## src/rtl/serial_addsub_pkg.sv

```systemverilog
// Shared constants for the bit-serial adder/subtractor: FSM encoding and
// the add/sub select values.
package serial_addsub_pkg;

    typedef enum logic [1:0] {
        IDLE = 2'd0,
        RUN  = 2'd1,
        DONE = 2'd2
    } state_e;

    localparam logic OP_ADD = 1'b0;
    localparam logic OP_SUB = 1'b1;

endpackage

```

## src/rtl/serial_addsub_fa_slice.sv

```systemverilog
// One-bit full-adder slice used by the serial datapath, built from two half
// adders with the two partial carries ORed together.
module serial_halfadder (
    input  logic a,
    input  logic b,
    output logic s,
    output logic c
);
    assign s = a ^ b;
    assign c = a & b;
endmodule

module serial_fa_slice (
    input  logic a,
    input  logic b,
    input  logic cin,
    output logic s,
    output logic cout
);
    logic s0;
    logic c0;
    logic c1;

    serial_halfadder u_ha0 (
        .a (a),
        .b (b),
        .s (s0),
        .c (c0)
    );

    serial_halfadder u_ha1 (
        .a (s0),
        .b (cin),
        .s (s),
        .c (c1)
    );

    assign cout = c0 | c1;
endmodule

```

## src/rtl/serial_addsub.sv

```systemverilog
// Bit-serial WIDTH-bit adder/subtractor: one bit per clock, LSB first, with
// valid/ready handshakes on both the operand and result sides.
module serial_addsub
    import serial_addsub_pkg::*;
#(
    parameter int WIDTH = 8
) (
    input  logic             clk,
    input  logic             rst_n,
    input  logic             in_valid,
    output logic             in_ready,
    input  logic [WIDTH-1:0] a,
    input  logic [WIDTH-1:0] b,
    input  logic             sub,
    output logic             out_valid,
    input  logic             out_ready,
    output logic [WIDTH-1:0] result,
    output logic             cout,
    output logic             overflow
);

    localparam int CW = (WIDTH > 1) ? $clog2(WIDTH) : 1;
    localparam logic [CW-1:0] LAST_BIT = CW'(WIDTH - 1);

    state_e           state_q, state_d;
    logic [WIDTH-1:0] a_sh_q, a_sh_d;
    logic [WIDTH-1:0] b_sh_q, b_sh_d;
    logic [WIDTH-1:0] res_q, res_d;
    logic             carry_q, carry_d;
    logic [CW-1:0]    cnt_q, cnt_d;
    logic             cout_q, cout_d;
    logic             ovf_q, ovf_d;

    logic             s_bit;
    logic             c_next;
    logic             last_bit;

    serial_fa_slice u_fa (
        .a    (a_sh_q[0]),
        .b    (b_sh_q[0]),
        .cin  (carry_q),
        .s    (s_bit),
        .cout (c_next)
    );

    assign last_bit = (cnt_q == LAST_BIT);

    always_ff @(posedge clk or negedge rst_n) begin
        if (!rst_n) begin
            state_q <= IDLE;
            a_sh_q  <= '0;
            b_sh_q  <= '0;
            res_q   <= '0;
            carry_q <= 1'b0;
            cnt_q   <= '0;
            cout_q  <= 1'b0;
            ovf_q   <= 1'b0;
        end else begin
            state_q <= state_d;
            a_sh_q  <= a_sh_d;
            b_sh_q  <= b_sh_d;
            res_q   <= res_d;
            carry_q <= carry_d;
            cnt_q   <= cnt_d;
            cout_q  <= cout_d;
            ovf_q   <= ovf_d;
        end
    end

    always_comb begin
        state_d = state_q;
        case (state_q)
            IDLE:    if (in_valid)             state_d = RUN;
            RUN:     if (last_bit)             state_d = DONE;
            DONE:    if (out_ready)            state_d = IDLE;
            default:                           state_d = IDLE;
        endcase
    end

    // Subtraction is A + ~B + 1: invert B at load time and seed the carry.
    always_comb begin
        a_sh_d  = a_sh_q;
        b_sh_d  = b_sh_q;
        res_d   = res_q;
        carry_d = carry_q;
        cnt_d   = cnt_q;
        cout_d  = cout_q;
        ovf_d   = ovf_q;
        case (state_q)
            IDLE: begin
                if (in_valid) begin
                    a_sh_d  = a;
                    b_sh_d  = (sub == OP_SUB) ? ~b : b;
                    carry_d = (sub == OP_SUB);
                    cnt_d   = '0;
                    res_d   = '0;
                end
            end
            RUN: begin
                a_sh_d  = {1'b0, a_sh_q[WIDTH-1:1]};
                b_sh_d  = {1'b0, b_sh_q[WIDTH-1:1]};
                res_d   = {s_bit, res_q[WIDTH-1:1]};
                carry_d = c_next;
                if (last_bit) begin
                    cout_d = c_next;
                    ovf_d  = carry_q ^ c_next;
                end else begin
                    cnt_d = cnt_q + 1'b1;
                end
            end
            default: ;
        endcase
    end

    always_comb begin
        in_ready  = (state_q == IDLE);
        out_valid = (state_q == DONE);
        result    = res_q;
        cout      = cout_q;
        overflow  = ovf_q;
    end

endmodule

```

## config.mk

```make
export PLATFORM = sky130hd
export DESIGN_NAME = serial_addsub
export DESIGN_NICKNAME = d
export VERILOG_FILES = /design/src/rtl/serial_addsub_pkg.sv /design/src/rtl/serial_addsub_fa_slice.sv /design/src/rtl/serial_addsub.sv
export SDC_FILE = /design/constraint.sdc
export NUM_CORES = 1
export LEC_CHECK = 0
export CAP_MARGIN = 20
export CORE_MARGIN = 5
export CORE_UTILIZATION = 50
export CTS_CLUSTER_DIAMETER = 100
export DETAILED_ROUTE_END_ITERATION = 6
export PLACE_DENSITY = 0.79
export SYNTH_ARGS = -nofsm -noshare
export SYNTH_HDL_FRONTEND = slang
export SYNTH_HIERARCHICAL = 1
export SYNTH_SLANG_ARGS = --single-unit
```

## constraint.sdc

```tcl
create_clock -name clk -period 2 [get_ports clk]
set_input_delay 0.4 -clock clk [delete_from_list [all_inputs] [get_ports clk]]
set_output_delay 0.4 -clock clk [all_outputs]
set_load 0.03 [all_outputs]
```

## Yosys cells after proc, flatten, opt, wreduce, memory -nomap -nowiden

Cells that the tools add are included.

| word-level totals | value |
|---|---|
| bits of input ports | 21 |
| output and inout port bits | 12 |
| logic and storage cells | 45 |
| register bits after elaboration | 32 |

| operators by class | value |
|---|---|
| mux-type cells | 16 |
| equal/unequal tests | 7 |
| reduce and logical (&&, ||, !) cells | 6 |
| bitwise gates (word level) | 7 |
| add/subtract/negate cells | 1 |

Operators with widths:

| cell | count |
|---|---|
| 8-bit case mux with 2 select lines | 3 |
| 8-bit two-way mux | 4 |
| 8-bit inverter | 1 |
| 2-bit two-way mux | 3 |
| 3-bit two-way mux | 2 |
| 2-bit != test (second input constant) | 3 |
| 2-bit case mux with 3 select lines | 1 |
| 3-bit case mux with 2 select lines | 1 |
| 3-bit AND reduction | 2 |
| 2-bit AND reduction | 2 |
| 3-bit by 1-bit adder with 3-bit output (second input constant) | 1 |
| 3-bit == test (second input constant) | 1 |
| 1-bit XOR | 3 |
| 1-bit bitwise AND | 2 |
| 2-bit by 1-bit == test with 1-bit output (second input constant) | 1 |
| 2-bit == test (second input constant) | 1 |
| 2-bit logical NOT | 1 |
| 2-bit by 1-bit != test with 1-bit output (second input constant) | 1 |
| 1-bit case mux with 2 select lines | 1 |
| 2-bit nonzero test | 1 |
| 1-bit two-way mux | 1 |
| 1-bit bitwise OR | 1 |

## Longest topological paths before layout

| depth | value |
|---|---|
| depth after elaboration | 4 |
| depth in mapped cells | 5 |

## By module

The synthesis kept the hierarchy.

Modules (own cells, without submodules):

| module | times used | seq. area each (um^2) | cells an instance | area each (um^2) |
|---|---|---|---|---|
| serial_addsub | 1 | 800.8 | 134 | 1515.2 |
| serial_halfadder | 2 | 0.0 | 1 | 12.5 |
| serial_fa_slice | 1 | 0.0 | 1 | 6.3 |

## Worst setup path after synthesis

Ideal clock, no wire load.

| timing | value |
|---|---|
| kind | register to register |
| from | reg a_sh_q[0] |
| to | reg ovf_q, in the netlist overflow |
| buffers on the path | 0 |
| library setup time | 128 ps |
| setup slack | 381 ps |
| data arrival time | 1491 ps |
| cell stages (with the launch flop) | 6 |
| path through | dfrtp_1 > ha_1 > ha_1 > or2_1 > xor2_1 > mux2_1 |

| on the way | value |
|---|---|
| cells in the longest elaborated chain, start to end | 4 |
| elaborated cells on any way between the ends | 5 |
| classes of those cells | bitwise: 5 |

Ends and longest elaborated chain:

| item | line | source |
|---|---|---|
| start, declared | serial_addsub.sv:26 | `logic [WIDTH-1:0] a_sh_q, a_sh_d;` |
| start signal, assigned | serial_addsub.sv:60 | `a_sh_q <= a_sh_d;` |
| 1-bit XOR | serial_addsub_fa_slice.sv:9 | `assign s = a ^ b;` |
| named net u_fa.s0 | serial_addsub_fa_slice.sv:20 | `logic s0;` |
| 1-bit bitwise AND | serial_addsub_fa_slice.sv:10 | `assign c = a & b;` |
| named net u_fa.c1 | serial_addsub_fa_slice.sv:22 | `logic c1;` |
| 1-bit bitwise OR | serial_addsub_fa_slice.sv:38 | `assign cout = c0 \| c1;` |
| named net c_next | serial_addsub.sv:35 | `logic c_next;` |
| 1-bit XOR | serial_addsub.sv:106 | `ovf_d = carry_q ^ c_next;` |
| end signal, assigned | serial_addsub.sv:66 | `ovf_q <= ovf_d;` |
| end, declared | serial_addsub.sv:32 | `logic ovf_q, ovf_d;` |

The timed path passes the listed nets, and every way through them passes these cells.
A chain may end at the register's enable or synchronous reset.

## Worst setup path after layout

| timing | value |
|---|---|
| from | reg res_q[7], in the netlist result[7] |
| to | out result[7] |

RTL lines:

| item | line | source |
|---|---|---|
| start, declared | serial_addsub.sv:28 | `logic [WIDTH-1:0] res_q, res_d;` |
| start signal, assigned | serial_addsub.sv:62 | `res_q <= res_d;` |
| end, declared | serial_addsub.sv:17 | `output logic [WIDTH-1:0] result,` |

No word-level cell between the ends.

==> results.toml <==
[drt]
drt-initial-drc-count = 54
wirelength_um = 3154
drc = 0
routedWlPerCell_um = 15.16
dr.pass1.iters = 4
final_antenna_net_count = 0
viasPerCell = 5.514
vias = 1147

[floorplan]
die_height_um = 65.62
ios = 33
initial_utilization_pct = 51.50
die_w_um = 65.62
rows = 20
core_area_um2 = 3003
dieArea_um2 = 4305

[sta]
fin_crit_ns = 1.827
timing.final.ws_setup_ns = 0.1728
worst_pin_slew_ns = 0.4101
clock_skew_ns = 0.008953
max_freq_mhz = 547.3
tns_ns = 0
post-route-period-util_pct = 91.36
grt_setup_unrepaired = "no"
setup-violations-final = 0
hold_viol_final = 0
drv_slew = 0
maxSlewHeadroom_pct = 72.57
hold_slack_ns = 0.4394

[cts]
cts-htree-levels = 2
insertion_delay_ns = 0.34
cts-root-buf = "clkbuf_4"
numCtsBuffers = 5
hold_buffers = 0
clkSinkCount = 32
cts_setup_buffers = 0
tritoncts = "done"
cts.path.max_buffers = 2
clk_pin_slew_worst_paths_ns = 0.11

[setup_path]
crit_family = "buffers and inverters"
start_kind = "register"
rr_worst_depth = 5
arrival_ns = 1.43
crit_buf_inv = 1
endpoint_kind = "output pin"
critical_path_class = "register to output pin"
cp.depth = 1
crit_path_cell_trace = "clkdlybuf4s50_1"
critical_path.max_fanout = 3
rrSetupSlack_ns = 0.27
cp_slowest_cell = "clkdlybuf4s50_1"
cp.required_ns = 1.60
cp_slowest_stage_delay_ns = 0.69

[yosys]
synth_warnings = 6
async_flop_share_pct = 100.0
synth_area_um2 = 1546
synthCells = 137
synth_area_leaders = "dfrtp_1, a22o_1, mux2i_1"
synth_top_area_cell = "dfrtp_1"
synth-main-ff-cell = "dfrtp_1"
ys_seq_elements = 32
seq_area_frac_synth_pct = 51.78
yosysUniqueCellTypes = 30
syn-mean-instance-area_um2 = 11.29
synth_edf_count = 0
syn_nets = 162
synth_top_area_share_pct = 51.78

[grt]
grt_max_degree = 33
antenna_found_initial = 0
grt_overflow_total = 0
globalRouteTotalUtil_pct = 17.00
grt_pass1_wl_um = 5492
grt_pass1_vias = 1225

[placement]
dp_slack_ns = 0.1974
dp_hpwl_um = 2308
gp_routability_congestion = 0.8570
io_buffers = 32

[cells_and_area]
final_common_cell = "dfrtp_1"
drive_gt1_share_pct = 10.86
final_cell_mix = "dfrtp_1, clkdlybuf4s50_1, nand2_1"
area_growth_pct = 28.80
antenna_cells = 0
final_nets = 199
nFillCells = 228

[pwr]
total_power_uw = 3048
p_leak_uw = 0.0009133
ir_worst_vdd_uv = 822.8
p_per_area_nw_per_um2 = 1530

[job]
drv_cap = 0

[outcome]
status = "finished, final reports clean"

[worst_hold_path]
hold_class = "primary input to async pin"
==> area by class of cell <==
| class | instances | area, um2 | area share, % |
|---|---|---|---|
| sequential | 32 | 800.8 | 40.20 |
| inverter | 8 | 30.03 | 1.508 |
| clock buffer | 5 | 37.54 | 1.884 |
| clock inverter | 3 | 42.54 | 2.136 |
| timing repair buffer | 40 | 377.9 | 18.97 |
| multi-input combinational | 87 | 661.9 | 33.23 |
| tap | 33 | 41.29 | 2.073 |
==> path summary, 6_finish.rpt <==
check                          start         to
max                        result[7]  result[7]
min                            rst_n   cnt_q[1]
max reg2reg                b_sh_q[0]   overflow
min reg2reg                a_sh_q[2]  a_sh_q[2]
max in group asynchronous      rst_n  b_sh_q[0]
min in group clk           a_sh_q[2]  a_sh_q[2]
==> timing repair <==
item                                   CTS  global route
resized for setup                        2             0
endpoints found under the hold margin    0             0
setup endpoints to repair                2             0
==> stage by stage <==
step,util [%],instance area [um2],std cells
floorplan,-,1546,137
global placement,63.75,1914,200
detailed placement,63.75,1914,200
CTS,66.33,1992,208
global route,66.33,1992,208
finish,66.33,1992,208
==> cell usage after synthesis (all sizes together) (2+ instances only) <==
cell / number
a22o: 10
mux2i: 8
nand2: 12
nor2: 2
a21oi: 2
o32ai: 6
a221o: 6
o21ai: 11
inv: 8
nand2b: 3
nor2b: 4
mux2: 3
ha: 4
dfrtp: 32
xnor2: 7
buf: 8
xor2: 2
clkbuf: 2
==> per-layer routing <==
layer	vias up	track usage, %	routed length (um)
li1	558	-	-
met1	554	21.03	1509
met2	33	26.80	1449
met3	2	7.179	180
met4	0	5.440	13
met5	-	0	0
==> cell families (layout without fill, tap and decap cells) <==
| group | count (synthesis) | in the layout | synth area share (%) |
|---|---|---|---|
| AO/OA/AOI/OAI | 39 | 39 | 19.09 |
| AND/OR/NAND/NOR | 24 | 24 | 7.849 |
| adder cells (fa/ha/maj) | 4 | 4 | 3.236 |
| XOR/XNOR | 9 | 9 | 5.097 |
| flip-flops | 32 | 32 | 51.78 |
| multiplexers | 11 | 11 | 7.363 |
| buffers and inverters | 18 | 56 | 5.583 |
==> registers in the layout, summed over array words and instances, names as in the netlist <==
register and cells:
cout 1, result 8, overflow 1, b_sh_q 8, carry_q 1, state_q 2, a_sh_q 8, cnt_q 3
==> where the power goes <==
group          switching (uW)  internal [uW]
combinational             740            686
clock                     229            260
sequential                201            930
total                    1170           1880
Note: power is estimated with default switching activity, not from simulation.
==> RTL edit (same settings) <==
Encoding of `state_e`: now one-hot (3 bits for 3 states).
--- a/src/rtl/serial_addsub_pkg.sv
+++ b/src/rtl/serial_addsub_pkg.sv
@@ -2,10 +2,10 @@
 // the add/sub select values.
 package serial_addsub_pkg;
 
-    typedef enum logic [1:0] {
-        IDLE = 2'd0,
-        RUN  = 2'd1,
-        DONE = 2'd2
+    typedef enum logic [2:0] {
+        IDLE = 3'b001,
+        RUN  = 3'b010,
+        DONE = 3'b100
     } state_e;
 
     localparam logic OP_ADD = 1'b0;
Check against the original RTL: no difference found for any inputs over 10 cycles, from zero or initial values and one cycle with rst_n low; not proved beyond that.
==> RTL edit against the original RTL <==
  * Die area rose by 2.1%
  * Sequential cell count increased by 1
  * Critical endpoint is now out_valid
  * Highest routed layer unchanged
  * Cell area is 1.9% higher
  * Largest cell class unchanged
  * Power decreased by 23%
  * Area after synthesis grew 2.5%
  * Sequential share of layout area increased by 0.53 points
  * Utilization is 0.18 points higher
  * Routed wire length fell by 9.6%
  * Count of clock-buffer cells in the layout increased by 2
  * Setup slack lost 0.036 ns
==> RTL edit: results (changes against the original RTL) <==
- Status: finished, final reports clean (unchanged)
- Via count: 1108 (was 1147)
- Placed cells: 213 (was 200)
- Crit-path slowest cell: dfstp_2 (was clkdlybuf4s50_1)
- Layout cell share with drive strength beyond 1: 0.1243 (was 0.1086)
- Vias in the first global route: 1046 (was 1225)
- All-Layer GR Usage: 0.1475 (was 0.1700)
- Synth top cells by count: dfrtp_1 (32), nand2_1 (19), mux2i_1 (18) (was dfrtp_1 (32), nand2_1 (11), a22o_1 (10))
- Delay-heaviest family, CP: flip-flops (was buffers and inverters)
- Routability cong.: 0.7398 (was 0.8570)
- GR Layer Usage met3: 0.05442 (was 0.07179)
- Complex-gate fraction of the synthesized area: 0.1160 (was 0.1909)
- Syn nets: 164 (was 162)
- Crit path largest cell delay: 0.61 ns (was 0.69 ns)
- Cell variety after synth: 28 (was 30)
- Met2 Use GR: 0.2342 (was 0.2680)
- R2r startpoint: cnt_q[0] (was b_sh_q[0])
- Register area share after synthesis: 0.5217 (was 0.5178)
- Worst IR Drop VDD: 585.6 uV (was 822.8 uV)
- Final nets: 201 (was 199)
- Worst Clk Skew: 0.0006628 ns (was 0.008953 ns)
- Wire per inst: 12.90 um (was 15.16 um)
- Xor/xnor share of the synthesized area: 0.04972 (was 0.05097)
- Ranking of synthesized cells by area: dfrtp_1 (51%), mux2i_1 (11%), o21ai_0 (5.4%) (was dfrtp_1 (52%), a22o_1 (5.7%), mux2i_1 (5.2%))
- Avg Cell Area, Syn: 11.40 um^2 (was 11.29 um^2)
- Total power: 2.357 mW (was 3.048 mW)
- Fillers: 250 (was 228)
- Leak Pwr: 0.8864 nW (was 0.9133 nW)
- Clk pwr: 0.416 mW (was 0.490 mW)
- DPL Wire Length: 2123 um (was 2308 um)
- Worst-margin pin slew: 0.4520 ns (was 0.4101 ns)
- Reg-to-Reg End: cnt_q[2] (was overflow)
- Largest net degree at the start of global routing: 34 (was 33)
-- RTL edit: worst max-delay path by stage --
stage / cells after the start / start / to / slack (ns)
2_1_floorplan: 1 / state_q[0] / in_ready / 0.27
3_3_place_gp: 2 / state_q[0] / in_ready / 0.15
3_5_place_dp: 2 / state_q[0] / in_ready / 0.09
4_1_cts: 2 / state_q[0] / in_ready / 0.002
5_1_grt: 4 / state_q[0] / out_valid / 0.05
6_report: 4 / state_q[0] / out_valid / 0.14
-- RTL edit: timing repair --
item,4_1_cts,5_1_grt
endpoints found under the setup margin,2,1
pin swaps,0,0
resized for setup,2,3
buffers inserted,0,0
-- RTL edit: area by class of cell --
cell class	instances	area (um^2)	area share
repair buffers	37	364.1	0.1793
inverters	4	15.01	0.007394
clock buffers	7	65.06	0.03204
multi-input cells	95	699.4	0.3444
flip-flops and latches	33	827.0	0.4073
clock inverters	1	5.005	0.002465
well taps	44	55.05	0.02711
